===== src/rtl/zigzag_pkg.sv =====
// Shared types and defaults for the zig-zag bit-plane address generator.
package zigzag_pkg;

    localparam int ZZ_BPREC = 4;   // default precision/offset width
    localparam int ZZ_BCNT  = 16;  // default pass-repeat count width
    // Coordinate arithmetic width; holds pw+pd-1 for any BPREC up to 7.
    localparam int ZZ_CW    = 8;

    typedef enum logic [1:0] {
        IDLE = 2'd0,
        RUN  = 2'd1,
        DONE = 2'd2
    } zz_state_t;

    // Current position of the walk: weight plane, data plane, diagonal index.
    typedef struct packed {
        logic [ZZ_CW-1:0] iw;
        logic [ZZ_CW-1:0] id;
        logic [ZZ_CW-1:0] k;
    } zz_coord_t;

endpackage


===== src/rtl/zigzag_next.sv =====
// Combinational successor of a zig-zag coordinate plus the flags of the successor.
// A coordinate that ends its pass wraps to the first element of the walk, which
// lets the same logic produce the load value when seeded with the pass-final element.
module zigzag_next
    import zigzag_pkg::*;
(
    input  zz_coord_t        cur_i,
    input  logic [ZZ_CW-1:0] pw_i,        // effective precision, >= 1
    input  logic [ZZ_CW-1:0] pd_i,        // effective precision, >= 1
    input  logic             msb_first_i,
    output zz_coord_t        nxt_o,
    output logic             sh_o,        // successor ends its diagonal
    output logic             plast_o      // successor ends its pass
);

    localparam logic [ZZ_CW-1:0] ONE = ZZ_CW'(1);
    localparam logic [ZZ_CW-1:0] TWO = ZZ_CW'(2);

    logic [ZZ_CW-1:0] pwm1, pdm1, kmax, k_beg, k_end;
    logic             cur_sh, cur_pl;

    // Step along the diagonal, or jump to the head of the next diagonal in walk order.
    always_comb begin
        pwm1   = pw_i - ONE;
        pdm1   = pd_i - ONE;
        kmax   = pw_i + pd_i - TWO;
        k_beg  = msb_first_i ? kmax : '0;
        k_end  = msb_first_i ? '0 : kmax;
        cur_sh = (cur_i.iw == '0) || (cur_i.id == pdm1);
        cur_pl = cur_sh && (cur_i.k == k_end);

        nxt_o = cur_i;
        if (!cur_sh) begin
            nxt_o.iw = cur_i.iw - ONE;
            nxt_o.id = cur_i.id + ONE;
        end else begin
            if (cur_pl)
                nxt_o.k = k_beg;
            else if (msb_first_i)
                nxt_o.k = cur_i.k - ONE;
            else
                nxt_o.k = cur_i.k + ONE;
            nxt_o.iw = (nxt_o.k > pwm1) ? pwm1 : nxt_o.k;
            nxt_o.id = nxt_o.k - nxt_o.iw;
        end

        sh_o    = (nxt_o.iw == '0) || (nxt_o.id == pdm1);
        plast_o = sh_o && (nxt_o.k == k_end);
    end

endmodule


===== src/rtl/zigzag_agu.sv =====
// Zig-zag bit-plane pair address generator with start/done control and
// valid/ready output handshake. All outputs come straight from registers.
module zigzag_agu
    import zigzag_pkg::*;
#(
    parameter int BPREC = ZZ_BPREC,
    parameter int BCNT  = ZZ_BCNT
) (
    input  logic             clk,
    input  logic             rst_n,
    input  logic             start,
    input  logic [BPREC-1:0] pw,
    input  logic [BPREC-1:0] pd,
    input  logic [BCNT-1:0]  nrep,
    input  logic             msb_first,
    output logic             busy,
    output logic             done,
    output logic             o_valid,
    input  logic             o_ready,
    output logic [BPREC-1:0] offw,
    output logic [BPREC-1:0] offd,
    output logic             o_sh,
    output logic             o_plast,
    output logic             o_last
);

    localparam logic [ZZ_CW-1:0] ONE = ZZ_CW'(1);
    localparam logic [ZZ_CW-1:0] TWO = ZZ_CW'(2);

    zz_state_t        state_q;
    zz_coord_t        coord_q;
    logic [ZZ_CW-1:0] pw_q, pd_q;
    logic [BCNT-1:0]  nrep_m1_q, pass_q, pass_d;
    logic             msb_q, sh_q, plast_q, last_q, busy_q, done_q, valid_q;

    // Configuration as presented on the inputs, with zero precisions/counts bumped to 1.
    logic [ZZ_CW-1:0] pw_in, pd_in, kmax_in;
    logic [BCNT-1:0]  nrep_in;
    zz_coord_t        seed;

    // Seed is the final element of a pass so that its successor is the first element.
    always_comb begin
        pw_in   = (pw == '0) ? ONE : ZZ_CW'(pw);
        pd_in   = (pd == '0) ? ONE : ZZ_CW'(pd);
        nrep_in = (nrep == '0) ? BCNT'(1) : nrep;
        kmax_in = pw_in + pd_in - TWO;
        seed.k  = msb_first ? '0 : kmax_in;
        seed.iw = msb_first ? '0 : pw_in - ONE;
        seed.id = msb_first ? '0 : pd_in - ONE;
    end

    zz_coord_t ld_nxt, adv_nxt;
    logic      ld_sh, ld_plast, adv_sh, adv_plast;

    zigzag_next u_ld (
        .cur_i       (seed),
        .pw_i        (pw_in),
        .pd_i        (pd_in),
        .msb_first_i (msb_first),
        .nxt_o       (ld_nxt),
        .sh_o        (ld_sh),
        .plast_o     (ld_plast)
    );

    zigzag_next u_adv (
        .cur_i       (coord_q),
        .pw_i        (pw_q),
        .pd_i        (pd_q),
        .msb_first_i (msb_q),
        .nxt_o       (adv_nxt),
        .sh_o        (adv_sh),
        .plast_o     (adv_plast)
    );

    // Pass count after accepting the current element.
    always_comb begin
        pass_d = plast_q ? pass_q + BCNT'(1) : pass_q;
    end

    // Control FSM; every output is a register updated here.
    always_ff @(posedge clk or negedge rst_n) begin
        if (!rst_n) begin
            state_q   <= IDLE;
            coord_q   <= '0;
            pw_q      <= '0;
            pd_q      <= '0;
            nrep_m1_q <= '0;
            pass_q    <= '0;
            msb_q     <= 1'b0;
            sh_q      <= 1'b0;
            plast_q   <= 1'b0;
            last_q    <= 1'b0;
            busy_q    <= 1'b0;
            done_q    <= 1'b0;
            valid_q   <= 1'b0;
        end else begin
            case (state_q)
                IDLE: begin
                    if (start) begin
                        state_q   <= RUN;
                        pw_q      <= pw_in;
                        pd_q      <= pd_in;
                        nrep_m1_q <= nrep_in - BCNT'(1);
                        msb_q     <= msb_first;
                        pass_q    <= '0;
                        coord_q   <= ld_nxt;
                        sh_q      <= ld_sh;
                        plast_q   <= ld_plast;
                        last_q    <= ld_plast && (nrep_in == BCNT'(1));
                        busy_q    <= 1'b1;
                        valid_q   <= 1'b1;
                    end
                end
                RUN: begin
                    if (o_ready) begin
                        if (last_q) begin
                            state_q <= DONE;
                            valid_q <= 1'b0;
                            done_q  <= 1'b1;
                            sh_q    <= 1'b0;
                            plast_q <= 1'b0;
                            last_q  <= 1'b0;
                        end else begin
                            coord_q <= adv_nxt;
                            sh_q    <= adv_sh;
                            plast_q <= adv_plast;
                            pass_q  <= pass_d;
                            last_q  <= adv_plast && (pass_d == nrep_m1_q);
                        end
                    end
                end
                DONE: begin
                    state_q <= IDLE;
                    done_q  <= 1'b0;
                    busy_q  <= 1'b0;
                end
                default: state_q <= IDLE;
            endcase
        end
    end

    assign busy    = busy_q;
    assign done    = done_q;
    assign o_valid = valid_q;
    assign offw    = coord_q.iw[BPREC-1:0];
    assign offd    = coord_q.id[BPREC-1:0];
    assign o_sh    = sh_q;
    assign o_plast = plast_q;
    assign o_last  = last_q;

    // Offsets never exceed BPREC bits; the upper coordinate bits only serve the arithmetic.
    logic unused_coord_hi;
    assign unused_coord_hi = ^{coord_q.iw[ZZ_CW-1:BPREC], coord_q.id[ZZ_CW-1:BPREC]};

endmodule


===== config.mk =====
export PLATFORM = sky130hd
export DESIGN_NAME = zigzag_agu
export DESIGN_NICKNAME = d
export VERILOG_FILES = /design/src/rtl/zigzag_pkg.sv /design/src/rtl/zigzag_next.sv /design/src/rtl/zigzag_agu.sv
export SDC_FILE = /design/constraint.sdc
export NUM_CORES = 1
export LEC_CHECK = 0
export CAP_MARGIN = 20
export CORE_MARGIN = 2
export CORE_UTILIZATION = 60
export DETAILED_ROUTE_END_ITERATION = 10
export DONT_BUFFER_PORTS = 1
export GPL_ROUTABILITY_DRIVEN = 0
export PLACE_DENSITY = 0.76
export SLEW_MARGIN = 20
export SYNTH_ARGS = -nofsm -noshare
export SYNTH_HDL_FRONTEND = slang
export SYNTH_SLANG_ARGS = --single-unit

===== constraint.sdc =====
create_clock -name clk -period 12.5 [get_ports clk]
set_input_delay 1.875 -clock clk [delete_from_list [all_inputs] [get_ports clk]]
set_output_delay 1.875 -clock clk [all_outputs]
set_load 0.01 [all_outputs]

# Word level (Yosys, flattened, before mapping)
# Cells that the tools add are included.
[totals] register_bits=81 in_bits=29 out_inout_bits=14 word_cells=129
[op_classes] add_sub_neg=18 order_cmp=2 n_eq_ne=15 n_mux=52 reduce_logical=27
[op_table] cell="$mux 16" count=7
[op_table] cell="$mux 8" count=14
[op_table] cell="$mux 24" count=3
[op_table] cell="$eq 8x8->1" count=7
[op_table] cell="$pmux 24 s2" count=1
[op_table] cell="$sub 8x1->8 const B" count=5
[op_table] cell="$logic_not 8->1" count=4
[op_table] cell="$pmux 16 s2" count=1
[op_table] cell="$add 8x1->8 const B" count=3
[op_table] cell="$add 16x1->16 const B" count=1
[op_table] cell="$eq 16x1->1 const B" count=1
[op_table] cell="$eq 16x16->1" count=1
[op_table] cell="$gt 8x8->1" count=2
[op_table] cell="$logic_not 16->1" count=1
[op_table] cell="$sub 16x1->16 const B" count=1
[op_table] cell="$sub 8x2->8 const B" count=2
[op_table] cell="$sub 8x8->8" count=2
[op_table] cell="$mux 1" count=14
[op_table] cell="$pmux 1 s2" count=6
[op_table] cell="$sub 4x1->5 const B" count=2
[op_table] cell="$reduce_and 3->1" count=3
[op_table] cell="$add 8x8->8" count=1
[op_table] cell="$logic_not 4->1" count=2
[op_table] cell="$mux 4" count=2
[op_table] cell="other kinds (12)" count=28

# Depth between registers and ports, before layout
# Gate-level depths: netlist (run 1).
[depth] depth_word=18 ltp_mapped=34 mapped_depth_nobuf=31

# By module
# A second synthesis (run 1) with hierarchy kept.
[unflattened] hier_cells=1469 area_unflattened_um2=11183.2
[by_module_without_submodules] module="zigzag_agu" instances=1 cells_each=521 area_each_um2=4326.6 seq_area_each_um2=1826.8
[by_module_without_submodules] module="zigzag_next at u_ld" instances=1 cells_each=478 area_each_um2=3484.6 seq_area_each_um2=0.0
[by_module_without_submodules] module="zigzag_next at u_adv" instances=1 cells_each=470 area_each_um2=3372.0 seq_area_each_um2=0.0

# Worst setup path after synthesis (run 1)
# No wires, ideal clock.
[synth_path] path_kind="input port to flip-flop" startpoint="input port pw[3]" endpoint="register sh_q, in the netlist o_sh" setup_ns=0.077 arrival_time_ns=7.484 t_required_ns=12.423 slack_ns=4.938 stages=29 path_buffers=0 path_cell_list="nor3_1 -> nor2_1 -> inv_1 -> ha_1 -> fa_1 -> xor2_1 -> inv_1 -> ha_1 -> nand2b_1 -> inv_1 -> ha_1 -> a21boi_0 -> o21a_1 -> o21bai_1 -> a21oi_1 -> mux2i_1 -> inv_1 -> ha_1 -> nor2b_1 -> o21ai_0 -> a21boi_0 -> o21a_1 -> o31ai_1 -> a31oi_1 -> or4_1 -> a21oi_1 -> o21ai_0 -> and3_1 -> a21oi_1"
[synth_between] elab_chain_len=14 word_cells_on_any_way=20 cone_classes="add/sub (5); order compare (1); eq/ne (1); mux (8); reduce/logical (5)"
[synth_lines] item="from (decl)" line_no="zigzag_agu.sv:12" text="input logic [BPREC-1:0] pw,"
[synth_lines] item="$logic_not 4->1 (*)" line_no="zigzag_agu.sv:43" text="pw_in = (pw == '0) ? ONE : ZZ_CW'(pw);"
[synth_lines] item="$mux 4 (*)" line_no="zigzag_agu.sv:43"
[synth_lines] item="via pw_in[0]" line_no="zigzag_agu.sv:37" text="logic [ZZ_CW-1:0] pw_in, pd_in, kmax_in;"
[synth_lines] item="$add 4x4->5" line_no="zigzag_next.sv:26, zigzag_agu.sv:46"
[synth_lines] item="$sub 8x2->8" line_no="zigzag_next.sv:26" text="kmax = pw_i + pd_i - TWO;"
[synth_lines] item="$mux 8" line_no="zigzag_next.sv:27" text="k_beg = msb_first_i ? kmax : '0;"
[synth_lines] item="$mux 8" line_no="zigzag_next.sv:33" text="if (!cur_sh) begin"
[synth_lines] item="$gt 8x8->1" line_no="zigzag_next.sv:43" text="nxt_o.iw = (nxt_o.k > pwm1) ? pwm1 : nxt_o.k;"
[synth_lines] item="$mux 8" line_no="zigzag_next.sv:43"
[synth_lines] item="$sub 8x8->8" line_no="zigzag_next.sv:44" text="nxt_o.id = nxt_o.k - nxt_o.iw;"
[synth_lines] item="$mux 16 (*)" line_no="zigzag_next.sv:33"
[synth_lines] item="$eq 8x8->1" line_no="zigzag_next.sv:47" text="sh_o = (nxt_o.iw == '0) || (nxt_o.id == pdm1);"
[synth_lines] item="$logic_or 1x1->1 (*)" line_no="zigzag_next.sv:47"
[synth_lines] item="$mux 1 (*)" line_no="zigzag_agu.sv:99" text="if (start) begin"
[synth_lines] item="$pmux 1 s2 (*)" line_no="zigzag_agu.sv:97" text="case (state_q)"
[synth_lines] item="to (signal assigned)" line_no="zigzag_agu.sv:107" text="sh_q <= ld_sh;"
[synth_lines] item="to (signal assigned)" line_no="zigzag_agu.sv:125" text="sh_q <= adv_sh;"
[synth_lines] item="to (decl)" line_no="zigzag_agu.sv:34" text="logic msb_q, sh_q, plast_q, last_q, busy_q, done_q, valid_q;"
# Mark *: on every way through the listed nets, which the timed path passes. The rest lies on a longest branch. The select of a mux whose other input is x is not followed.
# A chain may end at the register's enable or synchronous reset.

# Worst setup path after layout (run 1)
[layout_path] startpoint="input port pw[3]" endpoint="register plast_q, in the netlist o_plast"
[layout_between] elab_chain_len=15 word_cells_on_any_way=24 cone_classes="add/sub (5); order compare (1); eq/ne (2); mux (10); reduce/logical (6)"
[layout_lines] item="$logic_not 4->1 (*)" line_no="zigzag_agu.sv:43"
[layout_lines] item="$mux 4 (*)" line_no="zigzag_agu.sv:43"
[layout_lines] item="via pw_in[0]" line_no="zigzag_agu.sv:37"
[layout_lines] item="$add 4x4->5" line_no="zigzag_next.sv:26, zigzag_agu.sv:46"
[layout_lines] item="$sub 8x2->8" line_no="zigzag_next.sv:26"
[layout_lines] item="$mux 8" line_no="zigzag_next.sv:27"
[layout_lines] item="$mux 8" line_no="zigzag_next.sv:33"
[layout_lines] item="$gt 8x8->1" line_no="zigzag_next.sv:43"
[layout_lines] item="$mux 8" line_no="zigzag_next.sv:43"
[layout_lines] item="$sub 8x8->8" line_no="zigzag_next.sv:44"
[layout_lines] item="$mux 16" line_no="zigzag_next.sv:33"
[layout_lines] item="$eq 8x8->1" line_no="zigzag_next.sv:47"
[layout_lines] item="$logic_or 1x1->1" line_no="zigzag_next.sv:47"
[layout_lines] item="$logic_and 1x1->1 (*)" line_no="zigzag_next.sv:48" text="plast_o = sh_o && (nxt_o.k == k_end);"
[layout_lines] item="$mux 1 (*)" line_no="zigzag_agu.sv:99"
[layout_lines] item="$pmux 1 s2 (*)" line_no="zigzag_agu.sv:97"
[layout_lines] item="to (signal assigned)" line_no="zigzag_agu.sv:108" text="plast_q <= ld_plast;"
[layout_lines] item="to (signal assigned)" line_no="zigzag_agu.sv:126" text="plast_q <= adv_plast;"
[layout_lines] item="to (decl)" line_no="zigzag_agu.sv:34"
# Marked as above.

==> flow_metrics.tcl, run 1 <==
set metrics [dict create \
    r2r-start "pd_q[1]$_DFFE_PN0P_" \
    vias 7743 \
    path_class "input pin to register" \
    area_growth_pct 3.55 \
    wl_per_cell_um 19.5 \
    cp_num_buf_inv 2 \
    path_clk_slew_ps 60 \
    seq_area_frac_synth_pct 22.9 \
    period_needed_ps 8360 \
    slew_headroom_pct 27.4 \
    port_buffers 0 \
    cts-resized-gates 0 \
    fin_crit_sh_pct 66.9 \
    first_pass_iters 8 \
    start_util_pct 60.7 \
    nets 1075 \
    netlist_area_mm2 0.00798 \
    cts_tree "built" \
    fmax_ghz 0.120 \
    syn_avg_cell_area_um2 7.74 \
    synth_edf_count 0 \
    r2r_cells 30 \
    outcome "finished clean" \
    crit_slowest_cell "a21oi_1" \
    cap_viol_max_count 0 \
    fp.dieH_um 119 \
    htreeDepth 3 \
    cts_made_buffers 9 \
    cp_max_fo 9 \
    setup.worst_path.end_class "register" \
    cts_root_buf "clkbuf_16" \
    hold_viol 0 \
    die_area_mm2 0.0142 \
    vias_per_cell 6.64 \
    tns_ps 0 \
    cp_data_arrival_time_ps 8630 \
    whs_path_depth 1 \
    critPathLaunchType "input pin" \
    min-delay-start "state_q[1]$_DFFE_PN0P_" \
    min_to "state_q[0]$_DFFE_PN0P_" \
    reg2reg_to "o_last$_DFFE_PN0P_" \
    post-dp-hpwl_um 17300 \
    grt_max_degree 74 \
    grt_pass1_vias 7048 \
    critPathMaxStageDelay_ps 800 \
    die_width_um 119 \
    clockBufferDepth 2 \
    grt_pass1_wl_um 37200 \
    crit_family "compound AO/OA/AOI/OAI gates" \
    drtAntennaViolNets 0 \
    setup_viol 0 \
    ys_async_sr_fraction_pct 100 \
    rsz0062_at_grt "no" \
    cts-hold-fix-buffers 0 \
    antenna-diode-count 0 \
    ios 43 \
    r2r_setup_slack_ps 4570 \
    antenna_found_initial 0 \
    rows 42 \
    crit_required_ps 12770 \
    ys_ff_latch 73 \
    synth_cells 1030 \
    remaining_drc_errors 0 \
    clock_latency_ps 350 \
    netlist-cell-type-count 94 \
    first_iter_violations 896 \
    syn_nets 1118 \
    routed_wl_um 22700 \
    hold_path.class "register to register" \
    ys.flop_type "dfrtp_1" \
    slew_viol_final 0 \
    track_usage_pct 32.9 \
    postCtsSetupBuffers 0 \
    drive_above_1_share_pct 5.86 \
    core-area_mm2 0.0131 \
    grt-ovfl-total 0 \
    clkSinkCount 73 \
    synth.yosys.warnings 0 \
    fin_worst_skew_ps 12.0 \
    tightestPinTransition_ps 1090 \
    crit_top_cell "a21oi_1" \
]
## per-stage QoR
stage          hold WS, ps  worst slack [ps]  area (um^2)  util (%)  std cells
5_1_grt                537              3690         8260      62.9       1166
2_1_floorplan          456              4940         7980         -       1030
4_1_cts                500              4280         8250      62.8       1165
3_5_place_dp           497              3980         7970      60.7       1151
3_3_place_gp           484              4190         7970      60.7       1151
6_report               502              4140         8260      62.9       1166
## how the worst max path moves through the flow
stage                      from                  end  slack (ps)  depth (start not counted)
after global routing      pw[3]   o_last$_DFFE_PN0P_        3690                         27
after CTS                 pw[3]  o_plast$_DFFE_PN0P_        4280                         27
after floorplan           pw[3]     o_sh$_DFFE_PN0P_        4940                         29
after global placement    pw[3]     o_sh$_DFFE_PN0P_        4190                         26
final                     pw[3]  o_plast$_DFFE_PN0P_        4140                         27
after detailed placement  pw[3]  o_plast$_DFFE_PN0P_        3980                         27
## layout by cell type, fill, tap and decap left out, types with 11 or more instances in the layout
cell type and n:
a21o_1 11, nand3_1 35, xnor2_1 55, a21oi_1 52, dfrtp_1 73, mux2i_1 18
a22oi_1 15, nor3_1 41, inv_1 56, o211ai_1 11, nor2_1 77, ha_1 55
nand2_1 118, and3_1 17, xor2_1 32, a31oi_1 15, o21ai_0 71, o31ai_1 16
## area by class of cell
type	instances	area (um^2)
Tap cell	176	220
Multi-Input combinational cell	835	5630
Fill cell	1204	4880
Timing Repair Buffer	11	80.1
Sequential cell	73	1830
Clock inverter	3	42.5
Clock buffer	11	243
Inverter	57	214
## cells by family after synthesis
family                   Yosys count  share of synthesized area (%)
AO/OA/AOI/OAI                    292                           24.9
XOR/XNOR                          88                           9.76
adder cells (fa/ha/maj)           60                           9.76
buffers and inverters            122                           6.53
flip-flops                        73                           22.9
multiplexers                      20                           2.54
AND/OR/NAND/NOR                  375                           23.6
## synth_stat cells, drive strengths merged, types with 5 or more instances
| library cell | number | area share, % |
|---|---|---|
| and3 | 17 | 1.3 |
| a21oi | 55 | 3.6 |
| or4 | 7 | 0.71 |
| a2111oi | 5 | 0.96 |
| and2 | 5 | 0.39 |
| nand4 | 11 | 0.94 |
| nor3 | 42 | 2.7 |
| o21ai | 80 | 5.1 |
| ha | 55 | 8.6 |
| o211ai | 12 | 1.2 |
| dfrtp | 73 | 23 |
| nand3 | 35 | 2.2 |
| buf | 25 | 2.0 |
| nand2 | 118 | 5.6 |
| o221ai | 7 | 0.77 |
| inv | 56 | 2.6 |
| nand3b | 5 | 0.47 |
| a211oi | 6 | 0.56 |
| a21o | 11 | 1.0 |
| o21a | 8 | 0.75 |
| or2 | 5 | 0.39 |
| xnor2 | 56 | 6.2 |
| a21boi | 10 | 0.99 |
| nor3b | 7 | 0.72 |
| clkbuf | 40 | 1.9 |
| o31ai | 16 | 1.5 |
| a22oi | 15 | 1.4 |
| o22ai | 6 | 0.47 |
| a221o | 5 | 0.63 |
| o311ai | 6 | 0.66 |
| or3 | 6 | 0.53 |
| nor4 | 13 | 1.4 |
| a31oi | 15 | 1.2 |
| mux2i | 18 | 2.3 |
| nor2b | 7 | 0.55 |
| xor2 | 32 | 3.5 |
| nor2 | 78 | 3.7 |
| nand2b | 7 | 0.55 |
## state kept, by name, summed over array words and instances, names as in the netlist
name	flops
o_last	1
busy	1
o_plast	1
o_valid	1
state_q	2
done	1
pw_q	4
msb_q	1
coord_q	16
offw	4
o_sh	1
pd_q	4
nrep_m1_q	16
offd	4
pass_q	16
## per-layer routing
layer / track usage, % / part of all wire, % / up-vias
li1: - / - / 3656
met1: 49.7 / 45 / 3646
met2: 47.7 / 42 / 391
met3: 7.38 / 11 / 50
met4: 8.01 / 1.9 / 0
met5: 0 / 0 / -
Power of run 1 is left out: the tool's default activity adds up to more than one toggle a clock period on the data nets, which glitch-free logic cannot reach.
==> run 2: changes to the inputs <==
--- a/config.mk
+++ b/config.mk
@@ -11,7 +11,7 @@
 export DETAILED_ROUTE_END_ITERATION = 10
 export DONT_BUFFER_PORTS = 1
 export GPL_ROUTABILITY_DRIVEN = 0
-export PLACE_DENSITY = 0.76
+export PLACE_DENSITY = 0.79
 export SLEW_MARGIN = 20
 export SYNTH_ARGS = -nofsm -noshare
 export SYNTH_HDL_FRONTEND = slang
==> constraint.sdc (replaced) <==
create_clock -name clk -period 7.1 [get_ports clk]
set_input_delay 1.065 -clock clk [delete_from_list [all_inputs] [get_ports clk]]
set_output_delay 1.065 -clock clk [all_outputs]
set_load 0.01 [all_outputs]
==> run 2 against run 1 <==
Effect of this change:
- worst hold slack got worse by 84 ps
- non-clock buffer count is 12 higher
- cell count increased by 1.2%
- clock skew is 2.7 ps lower
- global-route usage decreased by 0.20 points
- via count rose by 0.98%
- critical path type is now register to register
- largest cell class unchanged
- highest routed layer unchanged
==> flow_metrics.tcl, run 2 (synthesized netlist as in run 1, its figures left out) <==
set metrics [dict create \
    seq_area_mm2 0.00183 \
    drive_above_1_share_pct 8.47 \
    cts_tree "built" \
    reg2reg_to "o_plast$_DFFE_PN0P_" \
    r2r_setup_slack_ps 420 \
    die_width_um 119 \
    wl_per_cell_um 19.5 \
    port_buffers 0 \
    rows 42 \
    crit_slowest_cell "or4b_1" \
    crit_required_ps 7360 \
    setup_viol 0 \
    hold_path.class "input pin to async pin" \
    die_area_mm2 0.0142 \
    critPathMaxStageDelay_ps 470 \
    crit_top_cell "ha_1" \
    slew_viol_final 0 \
    first_iter_violations 959 \
    cts-hold-fix-buffers 0 \
    period_needed_ps 6680 \
    start_util_pct 60.7 \
    clkSinkCount 73 \
    remaining_drc_errors 0 \
    layout_common_cells "nand2_1, nor2_1, dfrtp_1" \
    path_class "register to register" \
    drtAntennaViolNets 0 \
    vias_per_cell 6.63 \
    path_clk_slew_ps 60 \
    cp_max_fo 12 \
    layout_commonest_cell "nand2_1" \
    multi_input_area_mm2 0.00569 \
    track_usage_pct 32.7 \
    finish.utilization_pct 64.3 \
    nets 1087 \
    largestRegisters "coord_q: 16 flops, nrep_m1_q: 16 flops, pass_q: 16 flops" \
    fmax_ghz 0.150 \
    cts_root_buf "clkbuf_16" \
    cap_viol_max_count 0 \
    first_pass_iters 6 \
    area_growth_pct 5.95 \
    antenna_found_initial 0 \
    cp_data_arrival_time_ps 6940 \
    outcome "finished clean" \
    antenna-diode-count 0 \
    fp.dieH_um 119 \
    post-dp-hpwl_um 17300 \
    hold_viol 0 \
    ios 43 \
    grt-ovfl-total 0 \
    cts_made_buffers 9 \
    r2r-start "pd_q[1]$_DFFE_PN0P_" \
    fin_crit_sh_pct 94.1 \
    routed_wl_um 23000 \
    clock_latency_ps 340 \
    clockBufferDepth 2 \
    htreeDepth 3 \
    tightestPinTransition_ps 915 \
    tns_ps 0 \
    slew_headroom_pct 39.0 \
    grt_pass1_vias 7278 \
    r2r_cells 29 \
    grt_pass1_wl_um 37500 \
    critPathLaunchType "register" \
    core-area_mm2 0.0131 \
    rsz0062_at_grt "no" \
    setup.worst_path.end_class "register" \
    fin_worst_skew_ps 9.32 \
    vias 7819 \
    fill_cells 1164 \
    grt_max_degree 74 \
]
[run 2: per-layer routing]
| layer | routed length, um | GRT usage [%] |
|---|---|---|
| met5 | 0 | 0 |
| met4 | 574 | 8.16 |
| met3 | 2430 | 6.75 |
| met2 | 9960 | 50.3 |
| met1 | 10100 | 47.2 |
[run 2: per-stage QoR]
stage / cell area, um^2 / std cells / setup slack (ps) / hold WS (ps)
after floorplan: 7980 / 1030 / 348 / 456
after global routing: 8450 / 1180 / 13.3 / 409
final: 8450 / 1180 / 416 / 418
after global placement: 8050 / 1162 / 235 / 484
after CTS: 8380 / 1178 / 20.6 / 416
after detailed placement: 8050 / 1162 / 36.4 / 487
[run 2: worst max-delay path: cells and delay by family, from the launching register on]
kind / cells / cell delay, ps
simple gates: 4 / 990
flops: 1 / 410
compound gates: 15 / 3290
fa+ha+maj: 6 / 1670
buf+inv: 4 / 260
[run 2: how the worst max path moves through the flow]
stage | slack (ps) | startpoint | depth (start not counted) | end
detailed placement | 40 | pd_q[2]$_DFFE_PN0P_ | 26 | o_last$_DFFE_PN0P_
floorplan | 350 | pw[3] | 29 | o_sh$_DFFE_PN0P_
global route | 10 | pd_q[1]$_DFFE_PN0P_ | 29 | o_plast$_DFFE_PN0P_
CTS | 20 | pd_q[2]$_DFFE_PN0P_ | 26 | o_sh$_DFFE_PN0P_
global placement | 240 | pw[3] | 28 | o_last$_DFFE_PN0P_
finish | 420 | pd_q[1]$_DFFE_PN0P_ | 29 | o_plast$_DFFE_PN0P_
[run 2: area by class of cell]
class	count	area share, %
clock buffer	10	2.83
multi-input combinational	835	67.3
clock inverter	6	1.07
sequential	73	21.6
inverter	57	2.53
timing repair buffer	23	2.04
tap	176	2.61
[run 2: timing repair]
action                     CTS  global route
gates resized for setup      0            14
buffers inserted             0             2
setup endpoints to repair    0             5
Power of run 2 is left out for the same reason.
==> run 3: changes to the inputs <==
--- a/config.mk
+++ b/config.mk
@@ -5,13 +5,13 @@
 export SDC_FILE = /design/constraint.sdc
 export NUM_CORES = 1
 export LEC_CHECK = 0
+export BUFFER_PORTS_ARGS = -buffer_cell sky130_fd_sc_hd__buf_2
 export CAP_MARGIN = 20
-export CORE_MARGIN = 2
-export CORE_UTILIZATION = 60
+export CORE_ASPECT_RATIO = 0.9
+export CORE_UTILIZATION = 57
 export DETAILED_ROUTE_END_ITERATION = 10
-export DONT_BUFFER_PORTS = 1
 export GPL_ROUTABILITY_DRIVEN = 0
-export PLACE_DENSITY = 0.79
+export PLACE_DENSITY = 0.78
 export SLEW_MARGIN = 20
 export SYNTH_ARGS = -nofsm -noshare
 export SYNTH_HDL_FRONTEND = slang
==> run 3 against run 2 <==
Effect of this change:
- critical path depth unchanged
- setup slack improved by 44 ps
- first-iteration DRC count increased by 8.4%
- utilization increased by 0.70 points
- global-route usage increased by 0.77 points
- design area increased by 4.0%
- routed wire length increased by 3.5%
- via count increased by 3.1%
- cell count increased by 4.4%
- register-to-register slack improved by 100 ps
- critical path type is now input pin to register
- critical endpoint unchanged
==> flow_metrics.tcl, run 3 (synthesized netlist as in run 1, its figures left out) <==
set metrics [dict create \
    outcome "finished clean" \
    layout_commonest_cell "nand2_1" \
    die_width_um 127 \
    r2r_cells 32 \
    antenna_found_initial 1 \
    setup_viol 0 \
    fp.dieH_um 114 \
    nets 1146 \
    start_util_pct 59.0 \
    drtAntennaViolNets 0 \
    cts_root_buf "clkbuf_16" \
    path_class "input pin to register" \
    routed_wl_um 23800 \
    clock_latency_ps 340 \
    vias 8063 \
    critPathMaxStageDelay_ps 530 \
    core-area_mm2 0.0135 \
    remaining_drc_errors 0 \
    crit_required_ps 7360 \
    rows 40 \
    grt_max_degree 74 \
    fmax_ghz 0.151 \
    slew_viol_final 0 \
    port_buffers 42 \
    fin_crit_sh_pct 93.5 \
    rsz0062_at_grt "no" \
    drive_above_1_share_pct 13.1 \
    fin_worst_skew_ps 8.18 \
    htreeDepth 3 \
    clkSinkCount 73 \
    cap_viol_max_count 0 \
    layout_common_cells "nand2_1, nor2_1, dfrtp_1" \
    area_growth_pct 10.2 \
    cp_max_fo 9 \
    post-dp-hpwl_um 18300 \
    tns_ps 0 \
    crit_slowest_cell "nor4b_1" \
    hold_path.class "register to register" \
    ios 43 \
    wl_per_cell_um 19.4 \
    cts-hold-fix-buffers 0 \
    first_iter_violations 1040 \
    r2r-start "pd_q[1]$_DFFE_PN0P_" \
    min-delay-start "nrep_m1_q[12]$_DFFE_PN0P_" \
    r2r_setup_slack_ps 520 \
    grt_pass1_vias 7151 \
    period_needed_ps 6640 \
    largestRegisters "coord_q: 16 flops, nrep_m1_q: 16 flops, pass_q: 16 flops" \
    hold_viol 0 \
    first_pass_iters 6 \
    grt-ovfl-total 0 \
    setup.worst_path.end_class "register" \
    vias_per_cell 6.54 \
    whs_path_depth 2 \
    grt_pass1_wl_um 37800 \
    cp_data_arrival_time_ps 6900 \
    path_clk_slew_ps 60 \
    reg2reg_to "o_plast$_DFFE_PN0P_" \
    min_to "nrep_m1_q[12]$_DFFE_PN0P_" \
    critPathLaunchType "input pin" \
    clockBufferDepth 2 \
    slew_headroom_pct 34.4 \
    cts_tree "built" \
    die_area_mm2 0.0145 \
    track_usage_pct 33.5 \
    cts_made_buffers 9 \
    tightestPinTransition_ps 976 \
    crit_top_cell "a21oi_1" \
]
## run 3: layer usage
metal / vias up / wire length (um) / track usage (%)
li1: 3805 / - / -
met1: 3775 / 10600 / 49.2
met2: 444 / 9900 / 48.7
met3: 39 / 2830 / 8.32
met4: 0 / 472 / 8.97
met5: - / 0 / 0
## run 3: timing repair
item                                   4_1_cts  5_1_grt
setup buffers                                0        1
setup endpoints to repair                    0        3
endpoints found under the hold margin        0        0
gates resized for setup                      0       12
## run 3: how the worst max path moves through the flow
stage | cells past startpoint | endpoint | slack [ps] | start
after detailed placement | 32 | o_last$_DFFE_PN0P_ | 70 | pd[1]
after global routing | 32 | o_plast$_DFFE_PN0P_ | 20 | pd[1]
final | 29 | o_plast$_DFFE_PN0P_ | 460 | pd[2]
after global placement | 32 | o_last$_DFFE_PN0P_ | 100 | pd[1]
after floorplan | 29 | o_sh$_DFFE_PN0P_ | 350 | pw[3]
after CTS | 31 | o_plast$_DFFE_PN0P_ | 230 | pd_q[1]$_DFFE_PN0P_
## run 3: area by class of cell
cell class | count | area [um^2]
Clock inverter | 5 | 78.8
Timing Repair Buffer | 82 | 529
Sequential cell | 73 | 1830
Inverter | 57 | 214
Antenna cell | 1 | 2.50
Multi-Input combinational cell | 835 | 5680
Fill cell | 1183 | 4730
Tap cell | 168 | 210
Clock buffer | 11 | 243
## run 3: worst max-delay path, delay by kind of cell
| kind | cells | cell delay [ps] |
|---|---|---|
| compound gates | 13 | 2020 |
| simple gates | 6 | 1570 |
| fa+ha+maj | 4 | 1330 |
| buf+inv | 4 | 520 |
| mux | 1 | 270 |
| xor+xnor | 1 | 110 |
## run 3: per-stage QoR
step           std cells  area, um^2  util (%)  hold WS [ps]  setup slack, ps
3_5_place_dp        1213        8390      62.1           493             66.2
5_1_grt             1231        8780      65.0           535             21.7
2_1_floorplan       1030        7980         -           456              348
6_report            1232        8790      65.0           503              460
3_3_place_gp        1213        8390      62.1           483              101
4_1_cts             1229        8720      64.5           510              232
Power of run 3 is left out for the same reason.
